$ cat src/rtl/spi_slave_pkg.sv
// Shared definitions for the SPI mode-0 responder and its master counterpart.
package spi_slave_pkg;

   localparam int SPI_FRAME_SIZE  = 40;
   localparam int SPI_SYNC_STAGES = 2;

   typedef enum logic [1:0] {
      ST_IDLE   = 2'd0,
      ST_ACTIVE = 2'd1,
      ST_DONE   = 2'd2
   } spi_state_e;

endpackage

$ cat src/rtl/spi_sync_edge.sv
// N-stage synchronizer for an asynchronous pin, with rise/fall pulses taken
// from the last stage against one extra registered copy.
module spi_sync_edge #(
   parameter int   STAGES    = 2,
   parameter logic RESET_VAL = 1'b0
) (
   input  logic clk_i,
   input  logic rst_ni,
   input  logic d_i,
   output logic rise_o,
   output logic fall_o
);

   logic [STAGES-1:0] sync_q;
   logic              prev_q;

   always_ff @(posedge clk_i or negedge rst_ni) begin
      if (!rst_ni) begin
         sync_q <= {STAGES{RESET_VAL}};
         prev_q <= RESET_VAL;
      end else begin
         sync_q <= {sync_q[STAGES-2:0], d_i};
         prev_q <= sync_q[STAGES-1];
      end
   end

   assign rise_o = sync_q[STAGES-1] & ~prev_q;
   assign fall_o = ~sync_q[STAGES-1] & prev_q;

endmodule

$ cat src/rtl/spi_slave.sv
// SPI mode-0 responder for fixed-length frames, oversampling the SPI pins in
// the system clock domain.
//
// state  | meaning
// IDLE   | waiting for cs fall, miso not driven
// ACTIVE | shifting: sample mosi on sck rise, advance miso on armed sck fall
// DONE   | full frame received, extra sck edges ignored until cs rises
module spi_slave
   import spi_slave_pkg::*;
#(
   parameter int SIZE        = SPI_FRAME_SIZE,
   parameter int SYNC_STAGES = SPI_SYNC_STAGES
) (
   input  logic            clk_i,
   input  logic            rst_ni,
   input  logic [SIZE-1:0] tx_data_i,
   output logic            tx_taken_o,
   output logic [SIZE-1:0] rx_data_o,
   output logic            rx_valid_o,
   output logic            frame_err_o,
   output logic            busy_o,
   input  logic            cs_i,
   input  logic            sck_i,
   input  logic            mosi_i,
   output logic            miso_o,
   output logic            miso_oe_o
);

   localparam int              CW       = $clog2(SIZE + 1);
   localparam logic [CW-1:0]   CNT_FULL = CW'(SIZE);

   logic cs_rise, cs_fall, sck_rise, sck_fall;
   logic [SYNC_STAGES-1:0] mosi_sync_q;
   logic mosi_s;

   spi_state_e      state_q, state_d;
   logic [SIZE-1:0] tx_shift_q, tx_shift_d;
   logic [SIZE-1:0] rx_shift_q, rx_shift_d;
   logic [SIZE-1:0] rx_data_q, rx_data_d;
   logic [CW-1:0]   bit_cnt_q, bit_cnt_d;
   logic            armed_q, armed_d;
   logic            tx_taken_q, tx_taken_d;
   logic            rx_valid_q, rx_valid_d;
   logic            frame_err_q, frame_err_d;
   logic            miso_q, miso_d;
   logic            miso_oe_q, miso_oe_d;
   logic            busy_q, busy_d;

   spi_sync_edge #(.STAGES(SYNC_STAGES), .RESET_VAL(1'b1)) u_cs_sync (
      .clk_i  (clk_i),
      .rst_ni (rst_ni),
      .d_i    (cs_i),
      .rise_o (cs_rise),
      .fall_o (cs_fall)
   );

   spi_sync_edge #(.STAGES(SYNC_STAGES), .RESET_VAL(1'b0)) u_sck_sync (
      .clk_i  (clk_i),
      .rst_ni (rst_ni),
      .d_i    (sck_i),
      .rise_o (sck_rise),
      .fall_o (sck_fall)
   );

   always_ff @(posedge clk_i or negedge rst_ni) begin
      if (!rst_ni) mosi_sync_q <= '0;
      else         mosi_sync_q <= {mosi_sync_q[SYNC_STAGES-2:0], mosi_i};
   end
   assign mosi_s = mosi_sync_q[SYNC_STAGES-1];

   always_comb begin
      state_d     = state_q;
      tx_shift_d  = tx_shift_q;
      rx_shift_d  = rx_shift_q;
      rx_data_d   = rx_data_q;
      bit_cnt_d   = bit_cnt_q;
      armed_d     = armed_q;
      tx_taken_d  = 1'b0;
      rx_valid_d  = 1'b0;
      frame_err_d = 1'b0;
      case (state_q)
         ST_IDLE: begin
            if (cs_fall) begin
               tx_shift_d = tx_data_i;
               tx_taken_d = 1'b1;
               bit_cnt_d  = '0;
               armed_d    = 1'b0;
               state_d    = ST_ACTIVE;
            end
         end
         ST_ACTIVE: begin
            // cs rise outranks any sck edge seen in the same cycle
            if (cs_rise) begin
               if (bit_cnt_q == CNT_FULL) begin
                  rx_data_d  = rx_shift_q;
                  rx_valid_d = 1'b1;
               end else begin
                  frame_err_d = 1'b1;
               end
               state_d = ST_IDLE;
            end else if (bit_cnt_q == CNT_FULL) begin
               rx_data_d  = rx_shift_q;
               rx_valid_d = 1'b1;
               state_d    = ST_DONE;
            end else if (sck_rise) begin
               rx_shift_d = {rx_shift_q[SIZE-2:0], mosi_s};
               bit_cnt_d  = bit_cnt_q + CW'(1);
               armed_d    = 1'b1;
            end else if (sck_fall && armed_q) begin
               tx_shift_d = {tx_shift_q[SIZE-2:0], 1'b0};
               armed_d    = 1'b0;
            end
         end
         ST_DONE: begin
            if (cs_rise) state_d = ST_IDLE;
         end
         default: state_d = ST_IDLE;
      endcase
      miso_d    = (state_d == ST_ACTIVE) ? tx_shift_d[SIZE-1] : 1'b0;
      miso_oe_d = (state_d != ST_IDLE);
      busy_d    = (state_d != ST_IDLE);
   end

   always_ff @(posedge clk_i or negedge rst_ni) begin
      if (!rst_ni) begin
         state_q     <= ST_IDLE;
         tx_shift_q  <= '0;
         rx_shift_q  <= '0;
         rx_data_q   <= '0;
         bit_cnt_q   <= '0;
         armed_q     <= 1'b0;
         tx_taken_q  <= 1'b0;
         rx_valid_q  <= 1'b0;
         frame_err_q <= 1'b0;
         miso_q      <= 1'b0;
         miso_oe_q   <= 1'b0;
         busy_q      <= 1'b0;
      end else begin
         state_q     <= state_d;
         tx_shift_q  <= tx_shift_d;
         rx_shift_q  <= rx_shift_d;
         rx_data_q   <= rx_data_d;
         bit_cnt_q   <= bit_cnt_d;
         armed_q     <= armed_d;
         tx_taken_q  <= tx_taken_d;
         rx_valid_q  <= rx_valid_d;
         frame_err_q <= frame_err_d;
         miso_q      <= miso_d;
         miso_oe_q   <= miso_oe_d;
         busy_q      <= busy_d;
      end
   end

   assign tx_taken_o  = tx_taken_q;
   assign rx_data_o   = rx_data_q;
   assign rx_valid_o  = rx_valid_q;
   assign frame_err_o = frame_err_q;
   assign busy_o      = busy_q;
   assign miso_o      = miso_q;
   assign miso_oe_o   = miso_oe_q;

endmodule
$ cat config.mk
export PLATFORM = sky130hd
export DESIGN_NAME = spi_slave
export DESIGN_NICKNAME = d
export VERILOG_FILES = /design/src/rtl/spi_slave_pkg.sv /design/src/rtl/spi_sync_edge.sv /design/src/rtl/spi_slave.sv
export SDC_FILE = /design/constraint.sdc
export NUM_CORES = 1
export LEC_CHECK = 0
export BUFFER_PORTS_ARGS = -buffer_cell sky130_fd_sc_hd__buf_2
export CORE_ASPECT_RATIO = 0.5
export CORE_MARGIN = 5
export CORE_UTILIZATION = 56
export DETAILED_ROUTE_END_ITERATION = 12
export PLACE_DENSITY = 0.79
export SLEW_MARGIN = 5
export SYNTH_ARGS = -nofsm -noshare
export SYNTH_HDL_FRONTEND = slang
export SYNTH_SLANG_ARGS = --single-unit
$ cat constraint.sdc
create_clock -name clk_i -period 2.35 [get_ports clk_i]
set_clock_uncertainty 0.15 [all_clocks]
set_input_delay 0.1175 -clock clk_i [delete_from_list [all_inputs] [get_ports clk_i]]
set_output_delay 0.1175 -clock clk_i [all_outputs]
set_load 0.005 [all_outputs]
==> results.json <==
{
  "status": "complete, no violations",
  "n_antenna_cell": 0,
  "netlist_area_um2": 5658,
  "die_area_um2": 12340,
  "drc": 0,
  "synth.distinct_cells": 37,
  "clock_latency_ps": 410,
  "power_density_nw_per_um2": 882.9,
  "cts_buffer_depth": 2,
  "grt_overflow": 0,
  "finalCritPeriodShare": 0.9064,
  "syn-instance-count": 387,
  "die_h_um": 81.08,
  "ctsRootBufferMaster": "clkbuf_16",
  "worst_setup_path_start_kind": "flop",
  "max-vdd-ir-drop_mv": 0.5132,
  "gp_congestion": 0.8380,
  "track_usage": 0.1891,
  "drv_cap": 0,
  "rsz0062_at_grt": "no",
  "post-route-min-period_ps": 2130,
  "dr.pass1.iters": 4,
  "die_w_um": 152.2,
  "avgSynthCellArea_um2": 14.62,
  "synth_seq_area_share": 0.6287,
  "ys_seq_elements": 142,
  "portBuffers": 90,
  "synthToLayoutAreaGrowth_pct": 28.90,
  "fmax_ghz": 0.4695,
  "synth.cells.most_frequent": "dfrtp_1, mux2_2, and2_1, a221o_1",
  "start_util": 0.5873,
  "setup.worst_path.start": "bit_cnt_q[0]$_DFFE_PN0P_",
  "final_cell_count_no_fill": 674,
  "yosys.area.top_type": "dfrtp_1",
  "grt_pass1_wl_mm": 18.67,
  "grt_max_degree": 66,
  "required_ps": 2490,
  "clkTransAtPathRegs_ps": 60,
  "p_leak_uw": 0.003692,
  "vias_per_cell": 5.369,
  "syn-num-nets": 434,
  "cts_tree": "done",
  "dp_cells": 598,
  "wl_mm": 10.79,
  "reg2reg_slack_ps": 220,
  "critical_path_arrival_ps": 2270,
  "dp_hpwl_mm": 6.310,
  "synth_top_cells_by_area": "dfrtp_1, mux2_2, a221o_1",
  "hold_viol": 0,
  "hp-class": "input port to asynchronous set/reset pin",
  "finalNetCount": 573,
  "rows": 25,
  "cts_setup_buffers": 0,
  "worstSetupPathType": "flop to flop",
  "drtIter0Drc": 188,
  "cts_sinks": 142,
  "grt_pass1_vias": 3814,
  "htree_num_levels": 4,
  "r2r-start": "bit_cnt_q[0]$_DFFE_PN0P_",
  "place_area_um2": 6252,
  "final_cell_area_um2": 7293,
  "detail-route-antenna-nets": 0,
  "synth.most_common_cell": "dfrtp_1",
  "vias": 3619,
  "antenna_found_initial": 0,
  "crit_path_end_kind": "flop",
  "synth_edf_count": 0,
  "tns_ps": 0,
  "synth_ff_type": "dfrtp_1",
  "synth_top_area_share": 0.6148,
  "avgRoutedWirePerCell_um": 16.01,
  "io_pins": 91,
  "cts_buffers": 17,
  "setup_viol": 0,
  "drive_gt1_frac": 0.4119,
  "crit_fanout": 26,
  "slew_viol_final": 0,
  "core_um2": 9634,
  "yosysWarnings": 0,
  "async_flop_share": 1.000,
  "tightestPinTransition_ps": 578.4,
  "slew_headroom": 0.6144
}
worst max-delay path, stage by stage (launching register included):
cell and delay, ps:
dfrtp_1 410, inv_1 110, ha_1 150, nand2_1 60, or3_4 380, and2_2 190
buf_4 240, mux2_2 310
per-stage QoR:
stage | total power [µW] | setup slack [ps] | hold slack (ps) | util
6_report | 6439 | 220.1 | 110.4 | 0.7570
5_1_grt | 6745 | 91.91 | 181.2 | 0.7570
4_1_cts | 6487 | 138.8 | 130.9 | 0.7565
3_5_place_dp | 3721 | 151.4 | -4.028 | 0.6490
3_3_place_gp | 3684 | 202.1 | -12.39 | 0.6490
2_1_floorplan | 3480 | 194.1 | -328.1 | -
layout by cell type (no fill, tap or decap), types with 2 or more instances in the layout:
cell type / count
a221o_1: 39
and2_1: 39
buf_12: 5
buf_2: 89
buf_4: 6
bufinv_16: 3
clkbuf_16: 17
clkinv_2: 5
clkinv_4: 3
dfrtp_1: 139
dfstp_2: 3
dlygate4sd3_1: 44
ha_1: 2
inv_1: 4
inv_6: 2
mux2_2: 80
mux2i_1: 3
nand2_1: 11
nand2b_1: 3
nand3_1: 3
nand4_1: 3
nor2_1: 3
nor2b_1: 2
nor3_1: 3
o21a_1: 4
o21ai_0: 3
layer usage:
layer	up-vias	track usage	wire (µm)	share of wire
met5	-	0	0	0
met4	0	0.07803	143	0.013
met3	15	0.04949	527	0.049
met2	94	0.3124	5195	0.48
met1	1827	0.2437	4922	0.46
li1	1683	-	-	-
area by class of cell:
cell class / count / area (µm²)
clock buffers: 18 / 429.2
clock inverters: 14 / 166.4
fillers: 620 / 2341
inverters: 4 / 15.01
multi-input cells: 216 / 1914
flip-flops and latches: 142 / 3557
well taps: 135 / 168.9
repair buffers: 145 / 1042
power breakdown:
part	internal [µW]	leakage [µW]	total [µW]	switching (µW)
registers	2790	0.00188	3030	237
clock network	1670	0.000294	2690	1020
logic	427	0.00151	722	295
state kept, by name, summed over array words and instances, names as in the netlist, 2 cells and up:
| name | flops |
|---|---|
| mosi_sync_q | 2 |
| u_cs_sync.sync_q | 2 |
| state_q | 2 |
| rx_shift_q | 40 |
| rx_data_o | 40 |
| u_sck_sync.sync_q | 2 |
| bit_cnt_q | 6 |
| tx_shift_q | 40 |
kinds of logic after synthesis:
logic type | share of synthesized area
muxes | 0.1645
AOI/OAI and AO/OA | 0.08779
adders and majority gates | 0.004422
buffers and inverters | 0.03538
and+or+nand+nor | 0.07917
DFF | 0.6287
what timing repair did:
| item | 4_1_cts | 5_1_grt |
|---|---|---|
| endpoints found under the hold margin | 107 | 0 |
| hold buffers | 44 | 0 |
| gates resized for setup | 0 | 1 |
| setup endpoints to repair | 0 | 3 |
final timing paths:
| kind | to | cells after the start |
|---|---|---|
| max | rx_shift_q[24]$_DFFE_PN0P_ | 7 |
| min | tx_shift_q[8]$_DFFE_PN0P_ | 2 |
| max reg2reg | rx_shift_q[24]$_DFFE_PN0P_ | 7 |
| min reg2reg | mosi_sync_q[1]$_DFF_PN0_ | 0 |
| max in group asynchronous | rx_data_o[8]$_DFFE_PN0P_ | 3 |
| min in group clk_i | mosi_sync_q[0]$_DFF_PN0_ | 2 |
Note: power is estimated with default switching activity, not from simulation.
